**config.mk**
```make
export PLATFORM = sky130hd
export DESIGN_NAME = bit_serial_adder_ctrl_flat
export DESIGN_NICKNAME = d
export VERILOG_FILES = /design/src/rtl/bit_serial_adder_if.sv /design/src/rtl/bit_serial_adder_ctrl.sv /design/src/flat_wrapper.sv
export SDC_FILE = /design/constraint.sdc
export NUM_CORES = 1
export LEC_CHECK = 0
export CORE_ASPECT_RATIO = 0.8
export CORE_MARGIN = 5
export CORE_UTILIZATION = 35
export CTS_CLUSTER_SIZE = 25
export DETAILED_ROUTE_END_ITERATION = 12
export RECOVER_POWER = 25
export SLEW_MARGIN = 5
export SYNTH_ARGS = -nofsm -noshare
export SYNTH_HDL_FRONTEND = slang
export SYNTH_HIERARCHICAL = 1
export SYNTH_SLANG_ARGS = --single-unit
```
**constraint.sdc**
```tcl
create_clock -name clk -period 1.9 [get_ports clk]
set_input_delay 0.57 -clock clk [delete_from_list [all_inputs] [get_ports clk]]
set_output_delay 0.57 -clock clk [all_outputs]
set_load 0.02 [all_outputs]
```
**src/rtl/bit_serial_adder_if.sv**
```systemverilog
// Host-side bundle for the bit-serial adder sequencer.
// Host drives request/operands; sequencer returns status and result.
interface bit_serial_adder_if #(
  parameter int WIDTH = 8
);
  logic             start;
  logic [WIDTH-1:0] a;
  logic [WIDTH-1:0] b;
  logic             cin;
  logic             busy;
  logic             done;
  logic [WIDTH-1:0] sum;
  logic             cout;

  modport master (
    output start, a, b, cin,
    input  busy, done, sum, cout
  );

  modport slave (
    input  start, a, b, cin,
    output busy, done, sum, cout
  );
endinterface

```
**src/rtl/bit_serial_adder_ctrl.sv**
```systemverilog
// Bit-serial adder: one shared full-adder cell, LSB first, one bit per clock.
// Operands latch on accept; result and done register on the last bit.
module fulladder (
  input  logic i0,
  input  logic i1,
  input  logic ci,
  output logic s,
  output logic co
);
  assign s  = i0 ^ i1 ^ ci;
  assign co = (i0 & i1) | (ci & (i0 ^ i1));
endmodule

module bit_serial_adder_ctrl #(
  parameter int WIDTH = 8
) (
  input logic              clk,
  input logic              rst_n,
  bit_serial_adder_if.slave bus
);
  localparam int CW = $clog2(WIDTH + 1);

  typedef enum logic [1:0] {
    S_IDLE,
    S_RUN,
    S_DONE
  } state_e;

  state_e           state_q, state_d;
  logic [WIDTH-1:0] a_sr_q, a_sr_d;
  logic [WIDTH-1:0] b_sr_q, b_sr_d;
  logic [WIDTH-1:0] s_sr_q, s_sr_d;
  logic             carry_q, carry_d;
  logic [CW-1:0]    cnt_q, cnt_d;
  logic [WIDTH-1:0] sum_q, sum_d;
  logic             cout_q, cout_d;
  logic             done_q, done_d;
  logic             fa_s, fa_co;
  logic [WIDTH:0]   s_shift;

  fulladder u_fa (
    .i0 (a_sr_q[0]),
    .i1 (b_sr_q[0]),
    .ci (carry_q),
    .s  (fa_s),
    .co (fa_co)
  );

  always_ff @(posedge clk or negedge rst_n) begin
    if (!rst_n) begin
      state_q <= S_IDLE;
      a_sr_q  <= '0;
      b_sr_q  <= '0;
      s_sr_q  <= '0;
      carry_q <= 1'b0;
      cnt_q   <= '0;
      sum_q   <= '0;
      cout_q  <= 1'b0;
      done_q  <= 1'b0;
    end else begin
      state_q <= state_d;
      a_sr_q  <= a_sr_d;
      b_sr_q  <= b_sr_d;
      s_sr_q  <= s_sr_d;
      carry_q <= carry_d;
      cnt_q   <= cnt_d;
      sum_q   <= sum_d;
      cout_q  <= cout_d;
      done_q  <= done_d;
    end
  end

  always_comb begin
    state_d = state_q;
    a_sr_d  = a_sr_q;
    b_sr_d  = b_sr_q;
    s_sr_d  = s_sr_q;
    carry_d = carry_q;
    cnt_d   = cnt_q;
    sum_d   = sum_q;
    cout_d  = cout_q;
    done_d  = 1'b0;
    // New sum bit enters at the MSB; also safe when WIDTH is 1.
    s_shift = {fa_s, s_sr_q} >> 1;
    unique case (state_q)
      S_IDLE: begin
        if (bus.start) begin
          a_sr_d  = bus.a;
          b_sr_d  = bus.b;
          carry_d = bus.cin;
          cnt_d   = '0;
          state_d = S_RUN;
        end
      end
      S_RUN: begin
        a_sr_d  = a_sr_q >> 1;
        b_sr_d  = b_sr_q >> 1;
        s_sr_d  = s_shift[WIDTH-1:0];
        carry_d = fa_co;
        cnt_d   = cnt_q + CW'(1);
        if (cnt_q == CW'(WIDTH - 1)) begin
          sum_d   = s_shift[WIDTH-1:0];
          cout_d  = fa_co;
          done_d  = 1'b1;
          state_d = S_DONE;
        end
      end
      S_DONE: begin
        state_d = S_IDLE;
      end
      default: begin
        state_d = S_IDLE;
      end
    endcase
  end

  assign bus.busy = (state_q != S_IDLE);
  assign bus.done = done_q;
  assign bus.sum  = sum_q;
  assign bus.cout = cout_q;
endmodule

```
**src/flat_wrapper.sv**
```systemverilog
// flat-port wrapper written by rule: the top's interface ports become plain ports
module bit_serial_adder_ctrl_flat 
#(
  parameter int WIDTH = 8
)
  (clk, rst_n, bus_start, bus_a, bus_b, bus_cin, bus_busy, bus_done, bus_sum, bus_cout);
  bit_serial_adder_if #(.WIDTH(WIDTH)) bus_i ();
  input logic clk;
  input logic rst_n;
  input wire logic [$bits(bus_i.start)-1:0] bus_start;
  input wire logic [$bits(bus_i.a)-1:0] bus_a;
  input wire logic [$bits(bus_i.b)-1:0] bus_b;
  input wire logic [$bits(bus_i.cin)-1:0] bus_cin;
  output wire logic [$bits(bus_i.busy)-1:0] bus_busy;
  output wire logic [$bits(bus_i.done)-1:0] bus_done;
  output wire logic [$bits(bus_i.sum)-1:0] bus_sum;
  output wire logic [$bits(bus_i.cout)-1:0] bus_cout;
  assign bus_i.start = bus_start;
  assign bus_i.a = bus_a;
  assign bus_i.b = bus_b;
  assign bus_i.cin = bus_cin;
  assign bus_busy = bus_i.busy;
  assign bus_done = bus_i.done;
  assign bus_sum = bus_i.sum;
  assign bus_cout = bus_i.cout;
  bit_serial_adder_ctrl #(.WIDTH(WIDTH)) u_core (.clk(clk), .rst_n(rst_n), .bus(bus_i));
endmodule
```
[Word level (Yosys, flattened, before mapping)]
Index checks and enable logic that the tools add are counted.
Storage, ports and cells
  bits in registers: 41
  word-level logic and storage cells: 38
  input port bits: 20
  output and inout port bits: 11
Cells by class
  bitwise operators: 5
  equal/unequal tests: 4
  reductions and logical operators: 6
  mux-type cells: 13
  $add $sub $neg: 1
Operators with widths (number)
  8-bit case mux with 2 select lines: 2
  8-bit two-way mux: 2
  4-bit case mux with 2 select lines: 1
  2-bit AND reduction: 3
  4-bit by 1-bit adder with 4-bit output (second input constant): 1
  4-bit by 3-bit equality test with 1-bit output (second input constant): 1
  2-bit two-way mux: 2
  4-bit two-way mux: 1
  2-bit case mux with 2 select lines: 1
  2-bit nonzero test: 2
  1-bit two-way mux: 3
  1-bit AND: 2
  2-bit by 1-bit equality test with 1-bit output (second input constant): 1
  2-bit logical NOT: 1
  2-bit by 1-bit inequality test with 1-bit output (second input constant): 1
  2-bit inequality test (second input constant): 1
  1-bit case mux with 2 select lines: 1
  1-bit XOR: 2
  1-bit bitwise OR: 1

[Depth between registers and ports, before layout]
Gate-level depths: netlist of run 1.
  word-level depth: 4
  gate-level depth with buffers: 5
  mapped depth without buffers: 4

[Cells and area by module]
Netlist of run 1, hierarchy kept.
By module, submodules not included
  bit_serial_adder_ctrl: area each 1766.7 um2, times used 1, cells each 169, sequential area each 1001.0 um2
  fulladder: area each 20.0 um2, times used 1, cells each 1, sequential area each 0.0 um2

[Worst setup path before layout of run 1]
OpenSTA, ideal clock, no wires.
  path kind: reg-to-output
  start point: register u_core.state_q[1]
  end point: output port bus_busy
  path slack: 249 ps
  cell stages (with the launch flop): 4
  data required time: 1330 ps
  data arrival time: 1081 ps
  path buffers: 2
  path through: dfrtp_1 > buf_2 > clkbuf_1 > or2_2
Between the ends
  word-level cells in the longest chain between the ends: 1
RTL lines
  start: declaration: RTL line bit_serial_adder_ctrl.sv:29  | state_e state_q, state_d;
  start signal: assignment: RTL line bit_serial_adder_ctrl.sv:61  | state_q <= state_d;
  2-bit nonzero test: RTL line bit_serial_adder_ctrl.sv:117  | assign bus.busy = (state_q != S_IDLE);
  end: declaration: RTL line flat_wrapper.sv:14  | output wire logic [$bits(bus_i.busy)-1:0] bus_busy;
Every way passes these cells.

[Worst setup path in the final report of run 1]
  start point: register u_core.state_q[0]
  end point: output port bus_busy
The elaborated chain is that of the path after synthesis.

==> impl_metrics.py, run 1 <==
metrics = {
    "power": {
        "power.internal_mw": 2.373,
        "p_seq_share_pct": 39.6,
        "cellPowerDensity_nw_per_um2": 1574,
        "power.switching_mw": 1.256,
        "p_leak_nw": 1.003,
        "pwr-share-comb_pct": 38.4,
        "p_sw_share_pct": 34.62,
        "clockPowerShare_pct": 22.0,
        "max-vdd-ir-drop_v": 0.0005210,
    },
    "synth": {
        "syn_inst": 170,
        "synth_top_family_by_area": "compound AO/OA/AOI/OAI gates",
        "synth-compound-area-share_pct": 18.28,
        "synth_seq_area_share_pct": 56.02,
        "muxShareOfSynthArea_pct": 6.232,
        "yosysWarnings": 6,
        "syn_avg_cell_area_um2": 10.51,
        "synth_area_um2": 1787,
        "synth-xor-area-share_pct": 0,
        "synth_nets": 192,
        "synthAdderAreaFrac_pct": 1.821,
        "synth_cell_types": 22,
        "ys_ff_latch": 40,
        "synthSimpleGateAreaFrac_pct": 15.13,
    },
    "global_routing": {
        "grt_pass1_wl_mm": 6.851,
        "grt_usage_pct": 12.85,
        "antenna_found_initial": 0,
        "grt.overflow.total": 0,
        "grt_max_degree": 24,
        "grt_pass1_vias": 1407,
    },
    "die": {
        "core_um2": 4979,
        "dieArea_um2": 6643,
        "die_width_um": 89.88,
        "ios": 31,
        "fp-row-count": 23,
        "fp.dieH_um": 73.91,
        "initial_core_util_pct": 35.89,
    },
    "detailed_routing": {
        "drc": 0,
        "wl_per_cell_um": 14.17,
        "drt_iter0_markers": 94,
        "firstDrtPassIters": 4,
        "routed-via-count": 1340,
        "ant_nets": 0,
        "via_per_inst": 5.000,
        "drt_wl_total_mm": 3.797,
    },
    "critical_path": {
        "slowest_delay_ns": 0.37,
        "critical_path_class": "flip-flop to output pin",
        "end_kind": "output pin",
        "cp.required_ns": 1.33,
        "cp_data_arrival_time_ns": 1.27,
        "worstSetupStartpointType": "flip-flop",
        "cpMaxStageDelayCell": "dfrtp_1",
        "crit_chain": "or2_2, dlygate4sd2_1",
        "worst-path-max-fanout": 2,
    },
    "timing": {
        "skew_ns": 0.007575,
        "worstMarginPinSlew_ns": 1.019,
        "rsz0062_at_grt": "false",
        "relSlewSlack_pct": 32.07,
        "min_period_ns": 1.840,
        "maxSlewViolCount": 0,
        "setup_ws_ns": 0.05979,
        "finalHoldViolCount": 0,
        "fin_crit_sh_pct": 96.85,
        "fmax_ghz": 0.5434,
        "setup_viol": 0,
        "tns_ns": 0,
    },
    "placed_design": {
        "gp_congestion": 0.7433,
        "dp_cells": 261,
        "port_buffers": 30,
        "dpl_worst_slack_ns": 0.08259,
        "hpwl_mm": 2.550,
    },
    "final_layout": {
        "syn2layout_area_growth_pct": 29.06,
        "num_antenna_cells": 0,
        "fin_cells": 268,
        "nets": 228,
        "drive_above_1_share_pct": 13.11,
    },
    "run": {
        "drv_cap": 0,
    },
    "clock_network": {
        "clk_latency_ns": 0.29,
        "cts_buffers": 5,
        "cts_num_sinks": 40,
        "clockRootBuffer": "clkbuf_8",
        "htree_num_levels": 2,
        "cts_tree": "built",
        "cts.reportedPaths.clkPinSlew_ns": 0.08,
        "clockBufferDepth": 2,
    },
    "min_path": {
        "holdCritPathClass": "input pin to async pin",
    },
    "outcome": {
        "status": "complete, no violations",
    },
}
[what timing repair did]
item / 4_1_cts / 5_1_grt
buffers inserted: 0 / 0
setup endpoints to repair: 1 / 0
resized for setup: 1 / 0
hold buffers: 0 / 0
[worst max-delay path: cells and delay by family, from the launching register on]
kind                   cells  cell delay [ns]
buffers and inverters      1             0.32
AND/OR/NAND/NOR            1             0.29
flip-flops                 1             0.37
[cells in the final DEF (no fill, tap or decap), types with 5 or more instances in the layout]
cell / instances
a21oi_1: 18
a22oi_1: 15
buf_4: 8
clkbuf_8: 5
clkdlybuf4s50_1: 28
dfrtp_1: 40
mux2_2: 9
nand2_1: 26
nor2b_1: 19
o21ai_0: 18
[path summary, 6_finish.rpt]
path	from	to	slack (ns)	cells past startpoint
setup / recovery	u_core/state_q[0]	bus_busy	0.06	2
hold / removal	rst_n	u_core/bus.sum[1]	0.43	1
setup reg to reg	u_core/state_q[1]	u_core/bus.cout	0.27	5
hold reg to reg	u_core/s_sr_q[1]	u_core/s_sr_q[1]	0.48	2
max in group asynchronous	rst_n	u_core/b_sr_q[1]	0.37	2
min in group clk	u_core/s_sr_q[1]	u_core/s_sr_q[1]	0.48	2
[cell usage after synthesis (all sizes together)]
library cell / n / area, µm²
a21oi: 18 / 90.09
nor3: 2 / 21.27
a22o: 2 / 17.52
o311ai: 1 / 8.760
or2: 1 / 6.260
o21bai: 1 / 7.510
nor2: 1 / 3.750
o21ai: 18 / 90.09
ha: 1 / 12.51
nand3: 2 / 10.01
clkbuf: 6 / 22.52
mux2i: 1 / 10.01
a22oi: 15 / 112.6
mux2: 9 / 101.4
nand2: 26 / 97.59
buf: 4 / 22.52
nand2b: 2 / 12.51
dfrtp: 40 / 1001
fa: 1 / 20.02
nor2b: 19 / 118.9
[area by class of cell]
type | instances | area, µm²
clock buffers | 5 | 68.82
clock inverters | 2 | 60.06
fillers | 458 | 2673
multi-input cells | 120 | 740.7
flip-flops and latches | 40 | 1001
well taps | 62 | 77.57
repair buffers | 39 | 357.8
[power groups by stage]
stage / Clock (mW) / Combinational [mW] / Sequential [mW]
2_1_floorplan: 0 / 0.822 / 1.50
3_3_place_gp: 0 / 1.41 / 1.44
3_5_place_dp: 0 / 1.42 / 1.45
4_1_cts: 0.825 / 1.42 / 1.44
5_1_grt: 0.858 / 1.60 / 1.49
6_report: 0.799 / 1.39 / 1.44
[flip-flops by register name, summed over array words and instances (netlist names)]
name             cells
u_core/cnt_q         4
u_core/bus.cout      1
u_core/bus.sum       8
u_core/carry_q       1
u_core/a_sr_q        8
u_core/bus.done      1
u_core/s_sr_q        7
u_core/state_q       2
u_core/b_sr_q        8
[stage by stage]
step	utilization [%]	power, mW	instance area, µm²	hold slack, ns
after floorplan	-	2.325	1787	0.2744
after global placement	44.08	2.856	2195	0.4565
after detailed placement	44.08	2.876	2195	0.4654
after CTS	46.64	3.684	2322	0.2189
after global routing	46.32	3.947	2306	0.5128
final	46.32	3.629	2306	0.4279
[routing by layer]
metal | vias to the layer above | wire length, µm | track usage (%)
met1 | 642 | 2039 | 18.63
met4 | 0 | 61 | 5.950
met3 | 5 | 152 | 3.173
met2 | 30 | 1544 | 18.10
li1 | 663 | - | -
met5 | - | 0 | 0
[kinds of logic (layout without fill, tap and decap cells)]
family          count (synthesis)  after routing
flops                          40             40
compound gates                 55             55
buf+inv                        10             46
fa+ha+maj                       2              2
simple gates                   53             53
mux                            10             10
No activity file was read; power rests on OpenSTA's default activity.
==> inputs of run 2 (changes only) <==
- PLACE_DENSITY_LB_ADDON: unset -> 0.15
==> run 2 against run 1 <==
Compared with the run above:
- routed wire length rose by 9.1%
- largest cell class unchanged
- setup slack worse by 0.012 ns
- sequential power hardly changed
- combinational power grew 4%
- sequential cell count unchanged
- final area down 0.81%
==> impl_metrics.py, run 2 (same netlist as run 1, synthesis figures left out) <==
metrics = {
    "timing": {
        "fin_crit_sh_pct": 97.47,
        "finalHoldViolCount": 0,
        "relSlewSlack_pct": 16.23,
        "skew_ns": 0.01083,
        "min_period_ns": 1.852,
        "setup_viol": 0,
        "worstMarginPinSlew_ns": 1.257,
        "rsz0062_at_grt": "false",
        "maxSlewViolCount": 0,
        "fmax_ghz": 0.5400,
    },
    "global_routing": {
        "grt_pass1_wl_mm": 7.038,
        "grt.overflow.total": 0,
        "grt_max_degree": 24,
        "grt_usage_pct": 13.24,
        "antenna_found_initial": 0,
        "grt_pass1_vias": 1427,
    },
    "clock_network": {
        "cts_buffers": 5,
        "postCtsSetupRepairBufs": 0,
        "hold_buffers": 0,
        "cts.reportedPaths.clkPinSlew_ns": 0.08,
        "clockBufferDepth": 2,
        "cts_num_sinks": 40,
        "clk_latency_ns": 0.29,
        "cts_tree": "built",
        "post_cts_resized": 1,
        "clockRootBuffer": "clkbuf_8",
        "htree_num_levels": 2,
    },
    "min_path": {
        "min_path_cells": 2,
        "holdCritPathClass": "flip-flop to flip-flop",
        "holdPathEnd": "u_core/s_sr_q[1]",
        "min_from": "u_core/s_sr_q[1]",
    },
    "final_layout": {
        "fin_cells": 270,
        "nets": 229,
        "drive_above_1_share_pct": 13.94,
        "fillCellCount": 470,
        "multi_input_area_um2": 740.7,
        "final_util_pct": 45.94,
        "num_antenna_cells": 0,
        "layout_commonest_cell": "dfrtp_1",
        "final_cell_area_um2": 2287,
        "syn2layout_area_growth_pct": 28.01,
        "final_cell_mix": "dfrtp_1 (40), clkdlybuf4s50_1 (28), nand2_1 (26), nor2b_1 (19)",
        "seq_area_um2": 1001,
    },
    "placed_design": {
        "dpl-instance-area_um2": 2202,
        "hpwl_mm": 2.931,
        "port_buffers": 30,
        "dp_cells": 262,
        "gp_congestion": 0.7312,
    },
    "critical_path": {
        "rr_startpoint": "u_core/state_q[1]",
        "r2r_slack_ns": 0.26,
        "critPathLaunch": "u_core/state_q[0]",
        "reg2reg_depth": 5,
        "cp.required_ns": 1.33,
        "cpMaxStageDelayCell": "dfrtp_1",
        "end_kind": "output pin",
        "slowest_delay_ns": 0.37,
        "crit_chain": "or2_2, dlygate4sd2_1",
        "worstSetupStartpointType": "flip-flop",
        "worst-path-max-fanout": 2,
        "r2r-end": "u_core/bus.sum[3]",
        "critical_path_class": "flip-flop to output pin",
        "cp_data_arrival_time_ns": 1.28,
    },
    "outcome": {
        "status": "complete, no violations",
    },
    "die": {
        "dieArea_um2": 6643,
        "initial_core_util_pct": 35.89,
        "core_um2": 4979,
        "ios": 31,
        "fp-row-count": 23,
        "die_width_um": 89.88,
        "fp.dieH_um": 73.91,
    },
    "power": {
        "cellPowerDensity_nw_per_um2": 1500,
        "max-vdd-ir-drop_v": 0.0007715,
        "power.internal_mw": 2.124,
        "pwr-share-comb_pct": 42.2,
        "p_sw_share_pct": 38.09,
        "p_seq_share_pct": 41.8,
        "power.switching_mw": 1.307,
        "p_leak_nw": 0.9968,
        "clockPowerShare_pct": 16.0,
    },
    "run": {
        "drv_cap": 0,
    },
    "detailed_routing": {
        "ant_nets": 0,
        "via_per_inst": 5.163,
        "routed-via-count": 1394,
        "drt_wl_total_mm": 4.141,
        "wl_per_cell_um": 15.34,
        "firstDrtPassIters": 5,
        "drt_iter0_markers": 83,
        "drc": 0,
    },
}
[run 2: cell count changes in the layout (fill, tap and decap cells not counted)]
cell / change
bufinv_16: -2
clkinv_4: +1
buf_4: +1
clkbuf_2: -1
buf_12: +1
clkinv_2: +2
[run 2: worst max-delay path by stage]
stage                            end
floorplan                   bus_busy
global placement    u_core/a_sr_q[2]
detailed placement  u_core/a_sr_q[6]
CTS                         bus_busy
global route                bus_busy
finish                      bus_busy
[run 2: power by group through the flow]
stage          clock, mW  combinational (mW)  sequential [mW]
2_1_floorplan          0               0.822             1.50
3_3_place_gp           0                1.41             1.43
3_5_place_dp           0                1.47             1.45
4_1_cts            0.571                1.46             1.43
5_1_grt            0.602                1.61             1.48
6_report           0.550                1.45             1.43
[run 2: metrics by stage]
stage,setup TNS [ns],hold WS [ns],total power [mW],worst slack [ns]
floorplan,0,0.2744,2.325,0.2491
global placement,0,0.4572,2.847,0.1212
detailed placement,-0.02839,0.4723,2.917,-0.01913
CTS,0,0.2632,3.470,0.02385
global route,0,0.5112,3.697,0.003639
finish,0,0.4882,3.431,0.04814
[run 2: routing by layer]
layer	vias to the layer above	wire [µm]	part of all wire, %	track usage (%)
met5	-	0	0	0
met4	0	51	1.2	4.793
met3	6	214	5.2	3.582
met2	37	1899	46	20.13
met1	679	1975	48	18.36
li1	672	-	-	-
[run 2: worst max-delay path: cells and delay by family (launching register included)]
kind	cells	cell delay (ns)
buffers and inverters	1	0.32
AND/OR/NAND/NOR	1	0.30
flip-flops	1	0.37
[run 2: final cells by class]
class,count,area share (%)
Sequential cell,40,43.76
Multi-Input combinational cell,120,32.39
Timing Repair Buffer,40,16.63
Tap cell,62,3.392
Clock buffer,5,3.009
Clock inverter,3,0.8206
